[src/rtl/cv32e_obi_mem_arbiter.sv]
// cv32e_obi_mem_arbiter
// Shares one OBI-style memory port between the instruction requester (ID 0)
// and the data requester (ID 1). Request selection is combinational. An
// unanswered request locks the selection until it is granted. Granted IDs are
// queued in order so each response is returned to the requester that issued it.
// Optional feature macro: ARB_ROUND_ROBIN_EN. When it is defined, contention is
// resolved round-robin. When it is undefined, data has fixed priority over
// instruction.
module cv32e_obi_mem_arbiter #(
  parameter int ADDR_W    = 32,
  parameter int MAX_OUTST = 2
) (
  input  logic              clk_i,
  input  logic              rst_ni,
  input  logic              instr_req_i,
  input  logic [ADDR_W-1:0] instr_addr_i,
  output logic              instr_gnt_o,
  output logic              instr_rvalid_o,
  output logic [31:0]       instr_rdata_o,
  input  logic              data_req_i,
  input  logic [ADDR_W-1:0] data_addr_i,
  input  logic              data_we_i,
  input  logic [3:0]        data_be_i,
  input  logic [31:0]       data_wdata_i,
  output logic              data_gnt_o,
  output logic              data_rvalid_o,
  output logic [31:0]       data_rdata_o,
  output logic              mem_req_o,
  output logic [ADDR_W-1:0] mem_addr_o,
  output logic              mem_we_o,
  output logic [3:0]        mem_be_o,
  output logic [31:0]       mem_wdata_o,
  input  logic              mem_gnt_i,
  input  logic              mem_rvalid_i,
  input  logic [31:0]       mem_rdata_i
);

  localparam int CNT_W = $clog2(MAX_OUTST + 1);
  localparam int PTR_W = (MAX_OUTST > 1) ? $clog2(MAX_OUTST) : 1;
  localparam logic [CNT_W-1:0] CNT_MAX  = CNT_W'(MAX_OUTST);
  localparam logic [PTR_W-1:0] PTR_LAST = PTR_W'(MAX_OUTST - 1);

  typedef enum logic [0:0] {
    IDLE = 1'b0,
    HOLD = 1'b1
  } state_e;

  state_e               state_r;
  state_e               state_nxt_s;
  logic                 hold_id_r;
  logic                 hold_id_nxt_s;
  logic [MAX_OUTST-1:0] id_fifo_r;
  logic [PTR_W-1:0]     wr_ptr_r;
  logic [PTR_W-1:0]     rd_ptr_r;
  logic [CNT_W-1:0]     count_r;

  logic                 prio_s;
  logic                 sel_id_s;
  logic                 sel_req_s;
  logic                 room_s;
  logic                 push_s;
  logic                 pop_s;
  logic                 head_id_s;

  // Advance a FIFO pointer, wrapping modulo MAX_OUTST (which need not be a power of two).
  function automatic logic [PTR_W-1:0] ptr_inc(input logic [PTR_W-1:0] ptr);
    if (ptr == PTR_LAST) begin
      ptr_inc = {PTR_W{1'b0}};
    end else begin
      ptr_inc = ptr + PTR_W'(1);
    end
  endfunction

`ifdef ARB_ROUND_ROBIN_EN
  logic prio_r;

  // Priority pointer: after each handshake of the pointed ID, hand priority to the other side.
  always_ff @(posedge clk_i or negedge rst_ni) begin
    if (!rst_ni) begin
      prio_r <= 1'b1;
    end else if (push_s && (sel_id_s == prio_r)) begin
      prio_r <= ~prio_r;
    end
  end

  assign prio_s = prio_r;
`else
  assign prio_s = 1'b1;
`endif

  // Requester selection: follow the lock in HOLD; otherwise arbitrate or take the lone requester.
  always_comb begin
    sel_id_s = 1'b1;
    case (state_r)
      HOLD: begin
        sel_id_s = hold_id_r;
      end
      IDLE: begin
        if (instr_req_i && data_req_i) begin
          sel_id_s = prio_s;
        end else if (instr_req_i) begin
          sel_id_s = 1'b0;
        end else begin
          sel_id_s = 1'b1;
        end
      end
      default: begin
        sel_id_s = 1'b1;
      end
    endcase
  end

  // A response retires only when an ID is actually outstanding. Stray rvalids are ignored.
  assign pop_s     = rst_ni && mem_rvalid_i && (count_r != {CNT_W{1'b0}});
  assign room_s    = (count_r < CNT_MAX) || pop_s;
  assign sel_req_s = sel_id_s ? data_req_i : instr_req_i;
  assign mem_req_o = rst_ni && sel_req_s && room_s;
  assign push_s    = mem_req_o && mem_gnt_i;

  // Forward the selected requester's address and attributes. Fetches are full-word reads.
  assign mem_addr_o  = sel_id_s ? data_addr_i  : instr_addr_i;
  assign mem_we_o    = sel_id_s ? data_we_i    : 1'b0;
  assign mem_be_o    = sel_id_s ? data_be_i    : 4'hF;
  assign mem_wdata_o = sel_id_s ? data_wdata_i : 32'h0000_0000;

  assign instr_gnt_o = push_s && (sel_id_s == 1'b0);
  assign data_gnt_o  = push_s && (sel_id_s == 1'b1);

  // Route each response to the ID at the head of the in-order queue.
  assign head_id_s      = id_fifo_r[rd_ptr_r];
  assign instr_rvalid_o = pop_s && (head_id_s == 1'b0);
  assign data_rvalid_o  = pop_s && (head_id_s == 1'b1);
  assign instr_rdata_o  = mem_rdata_i;
  assign data_rdata_o   = mem_rdata_i;

  // Lock control: a request left ungranted freezes the selection until it is granted.
  always_comb begin
    state_nxt_s   = state_r;
    hold_id_nxt_s = hold_id_r;
    case (state_r)
      IDLE: begin
        if (mem_req_o && !mem_gnt_i) begin
          state_nxt_s   = HOLD;
          hold_id_nxt_s = sel_id_s;
        end else begin
          state_nxt_s   = IDLE;
        end
      end
      HOLD: begin
        // Also release the lock if the locked requester withdraws, so the port never stalls.
        if (mem_gnt_i || !mem_req_o) begin
          state_nxt_s = IDLE;
        end else begin
          state_nxt_s = HOLD;
        end
      end
      default: begin
        state_nxt_s   = IDLE;
        hold_id_nxt_s = 1'b0;
      end
    endcase
  end

  // State and locked-ID registers.
  always_ff @(posedge clk_i or negedge rst_ni) begin
    if (!rst_ni) begin
      state_r   <= IDLE;
      hold_id_r <= 1'b0;
    end else begin
      state_r   <= state_nxt_s;
      hold_id_r <= hold_id_nxt_s;
    end
  end

  // Outstanding-ID queue: push granted IDs, pop on each response, and keep the count in step.
  always_ff @(posedge clk_i or negedge rst_ni) begin
    if (!rst_ni) begin
      id_fifo_r <= {MAX_OUTST{1'b0}};
      wr_ptr_r  <= {PTR_W{1'b0}};
      rd_ptr_r  <= {PTR_W{1'b0}};
      count_r   <= {CNT_W{1'b0}};
    end else begin
      if (push_s) begin
        id_fifo_r[wr_ptr_r] <= sel_id_s;
        wr_ptr_r            <= ptr_inc(wr_ptr_r);
      end
      if (pop_s) begin
        rd_ptr_r <= ptr_inc(rd_ptr_r);
      end
      case ({push_s, pop_s})
        2'b10:   count_r <= count_r + CNT_W'(1);
        2'b01:   count_r <= count_r - CNT_W'(1);
        default: count_r <= count_r;
      endcase
    end
  end

endmodule

[config.mk]
export PLATFORM = sky130hd
export DESIGN_NAME = cv32e_obi_mem_arbiter
export DESIGN_NICKNAME = d
export VERILOG_FILES = /design/src/rtl/cv32e_obi_mem_arbiter.sv
export SDC_FILE = /design/constraint.sdc
export NUM_CORES = 1
export LEC_CHECK = 0
export ABC_AREA = 1
export CAP_MARGIN = 25
export CORE_AREA = 2 2 107 109
export CTS_BUF_LIST = sky130_fd_sc_hd__clkbuf_16
export DETAILED_ROUTE_END_ITERATION = 6
export DIE_AREA = 0 0 109 111
export DONT_BUFFER_PORTS = 1
export SYNTH_ARGS = -nofsm -noshare
export SYNTH_HDL_FRONTEND = slang
export SYNTH_SLANG_ARGS = --single-unit
[constraint.sdc]
create_clock -name clk_i -period 1.8 [get_ports clk_i]
set_input_delay 0.18 -clock clk_i [delete_from_list [all_inputs] [get_ports clk_i]]
set_output_delay 0.18 -clock clk_i [all_outputs]
set_load 0.03 [all_outputs]
==> impl_metrics.env <==
export IMPL_grt_pass1_vias=1448
export IMPL_min_period_ps=1760
export IMPL_critPathMaxFanout=4
export IMPL_area_delta_synth_final_pct=33.4
export IMPL_io_pins=277
export IMPL_clkSinkCount=8
export IMPL_rsz0062_at_grt="yes"
export IMPL_nets=439
export IMPL_critPathLaunch="state_r"
export IMPL_drc=0
export IMPL_hp_class="primary input to flip-flop"
export IMPL_synth_yosys_seq_area_share_pct=12.2
export IMPL_dieArea_sq_mm=0.0121
export IMPL_cp_slowest_stage_delay_ps=390
export IMPL_path_class="flip-flop to primary output"
export IMPL_overflow=0
export IMPL_r2r_start="state_r"
export IMPL_drt_iter0_markers=69
export IMPL_leakagePower_uw=0.00127
export IMPL_hpwl_mm=4.95
export IMPL_regArea_sq_um=200
export IMPL_worst_pin_slew_ps=407
export IMPL_dpl_cell_area_sq_mm=0.00195
export IMPL_post_route_cell_area_sq_mm=0.00219
export IMPL_route_vias_total=1682
export IMPL_drt_pass1_iterations=4
export IMPL_critPathSlowestCell="dfrtp_1"
export IMPL_clock_latency_ps=230
export IMPL_max_freq_mhz=568
export IMPL_synth_seq_cells=8
export IMPL_h_tree_depth=1
export IMPL_synth_cell_types=22
export IMPL_antenna_found_initial=0
export IMPL_crit_cells=9
export IMPL_port_buffers=0
export IMPL_crit_chain="inv_2 > nand3_4 > nand2_4 > nand2_4 > a21oi_4 > nand2_2 > buf_6 > nor2_2 > buf_6"
export IMPL_postRouteAntennaNets=0
export IMPL_critPathBufInv=3
export IMPL_tritoncts="built"
export IMPL_relSlewSlack_pct=72.7
export IMPL_netlist_top_cells_area="buf_4, nand2_1, dfrtp_1"
export IMPL_synth_top_area_share_pct=29.2
export IMPL_finalCritPeriodShare_pct=97.8
export IMPL_rows=39
export IMPL_rr_endpoint="count_r[1]"
export IMPL_start_kind="flip-flop"
export IMPL_ir_drop_mv=0.322
export IMPL_path_delay_family="simple AND/OR/NAND/NOR gates"
export IMPL_cts_buffers=3
export IMPL_drive_above_1_share_pct=31.0
export IMPL_yosys_area_top_type="buf_4"
export IMPL_maxCapViolations=0
export IMPL_synth_area_sq_mm=0.00164
export IMPL_die_w_microns=109
export IMPL_path_clk_slew_ps=40
export IMPL_track_usage_pct=8.38
export IMPL_clock_path_buffers=2
export IMPL_wire_per_inst_microns=13.6
export IMPL_avgViaCountPerCell=3.82
export IMPL_crit_required_ps=1620
export IMPL_crit_path_end="data_gnt_o"
export IMPL_worstSetupEndpointType="primary output"
export IMPL_syn_avg_cell_area_sq_um=5.46
export IMPL_finalPower_uw=2070
export IMPL_ff2ff_path_depth=11
export IMPL_critical_path_arrival_ps=1580
export IMPL_diodes=0
export IMPL_grt_pass1_wl_mm=7.51
export IMPL_hold_slack_ps=91.5
export IMPL_grt_max_degree=40
export IMPL_regToRegSetupSlack_ps=70
export IMPL_die_h_microns=111
export IMPL_finClkSkew_ps=1.63
export IMPL_synthCells=301
export IMPL_hold_violations=0
export IMPL_multi_input_area_sq_um=790
export IMPL_core_area_sq_mm=0.0111
export IMPL_power_density_mw_per_mm2=946
export IMPL_fillers=1257
export IMPL_wl_mm=5.99
export IMPL_yosysWarnings=0
export IMPL_initial_core_util_pct=14.8
export IMPL_setup_viol=0
export IMPL_outcome="completed"
export IMPL_gp_congestion=0.839
export IMPL_clockRootBuffer="clkbuf_16"
export IMPL_syn_nets=441
export IMPL_drv_slew=0
what timing repair did:
action / CTS / global route
pin swaps: 3 / 6
hold endpoints to repair: 8 / 0
setup buffers: 1 / 5
resized for setup: 3 / 16
setup endpoints to repair: 28 / 29
cloned: 0 / 2
hold buffers: 1 / 0
synth_stat cells:
cell      instances
nor3_2            1
buf_4            64
nand3_1           1
xor2_1            1
nor2_1           39
buf_2             5
nand4_1           5
a21oi_2           1
o21ai_0           2
a21oi_4           1
xnor2_1           2
nand2_4           1
inv_1            46
inv_2             2
ha_1              1
nand3_2           1
dfrtp_1           8
or2_2             4
nand2_1         107
nand2_2           3
a21oi_1           1
clkbuf_1          5
per-stage QoR:
stage | util [%] | cells | setup slack, ps | setup TNS, ps
final | 19.8 | 440 | 39.3 | 0
after global routing | 19.8 | 440 | -32.0 | -96.8
after CTS | 18.5 | 433 | 6.19 | 0
after detailed placement | 17.6 | 428 | 164 | 0
after global placement | 17.6 | 428 | 201 | 0
after floorplan | - | 301 | 16.6 | 0
cell usage in the layout, fill, tap and decap left out, types with 2 or more instances in the layout:
cell type,Yosys,final
nand2_1,107,102
inv_1,46,46
buf_4,64,42
nor2_1,39,37
buf_12,0,16
dfrtp_1,8,8
nand2_2,3,7
buf_6,0,6
nand4_1,5,5
clkbuf_16,0,5
or2_2,4,4
nand2_4,1,2
a21oi_2,1,2
xnor2_1,2,2
flip-flops by register name, summed over array words and instances (netlist names):
name / count
id_fifo_r: 2
count_r: 2
hold_id_r: 1
state_r: 1
wr_ptr_r: 1
rd_ptr_r: 1
where the power goes:
| group | internal, uW | total, uW | switching (uW) |
|---|---|---|---|
| combinational | 537 | 1370 | 837 |
| sequential | 264 | 329 | 65.0 |
| clock | 286 | 372 | 85.5 |
layer usage:
metal	vias to the layer above	share of wire, %	GRT usage (%)
met5	-	0	0
met4	0	6.2	6.84
met3	32	15	3.88
met2	174	48	14.2
met1	681	31	7.44
li1	795	-	-
worst reg2reg max path: stages (launching register included):
cell and delay (ps):
dfrtp_1 390, inv_2 70, nand3_4 80, nand2_4 120, nand2_4 70, a21oi_4 150
nand2_2 90, buf_6 120, ha_4 210, a21oi_2 90, o21ai_1 80, xnor2_1 130
worst min-delay path by stage:
| stage | start | endpoint | slack [ps] | depth (start not counted) |
|---|---|---|---|---|
| 2_1_floorplan | rst_ni | count_r[0] | -120 | 0 |
| 3_3_place_gp | rst_ni | rd_ptr_r | -120 | 0 |
| 3_5_place_dp | rst_ni | rd_ptr_r | -120 | 0 |
| 4_1_cts | mem_gnt_i | id_fifo_r[1] | 90 | 2 |
| 5_1_grt | mem_gnt_i | id_fifo_r[0] | 100 | 2 |
| 6_report | mem_gnt_i | id_fifo_r[0] | 90 | 2 |
logic make-up after synthesis:
family          after synthesis  share of synthesized area [%]
fa+ha+maj                     1                          0.761
flops                         8                           12.2
compound gates                5                           2.44
xor+xnor                      3                           1.60
simple gates                162                           40.1
buf+inv                     122                           42.9
cell type report:
cell class | instances | area share (%)
Tap cell | 143 | 8.16
Multi-Input combinational cell | 171 | 36.0
Timing Repair Buffer | 67 | 34.8
Inverter | 48 | 8.45
Sequential cell | 8 | 9.13
Clock buffer | 3 | 3.42
Note: power is estimated with default switching activity, not from simulation.
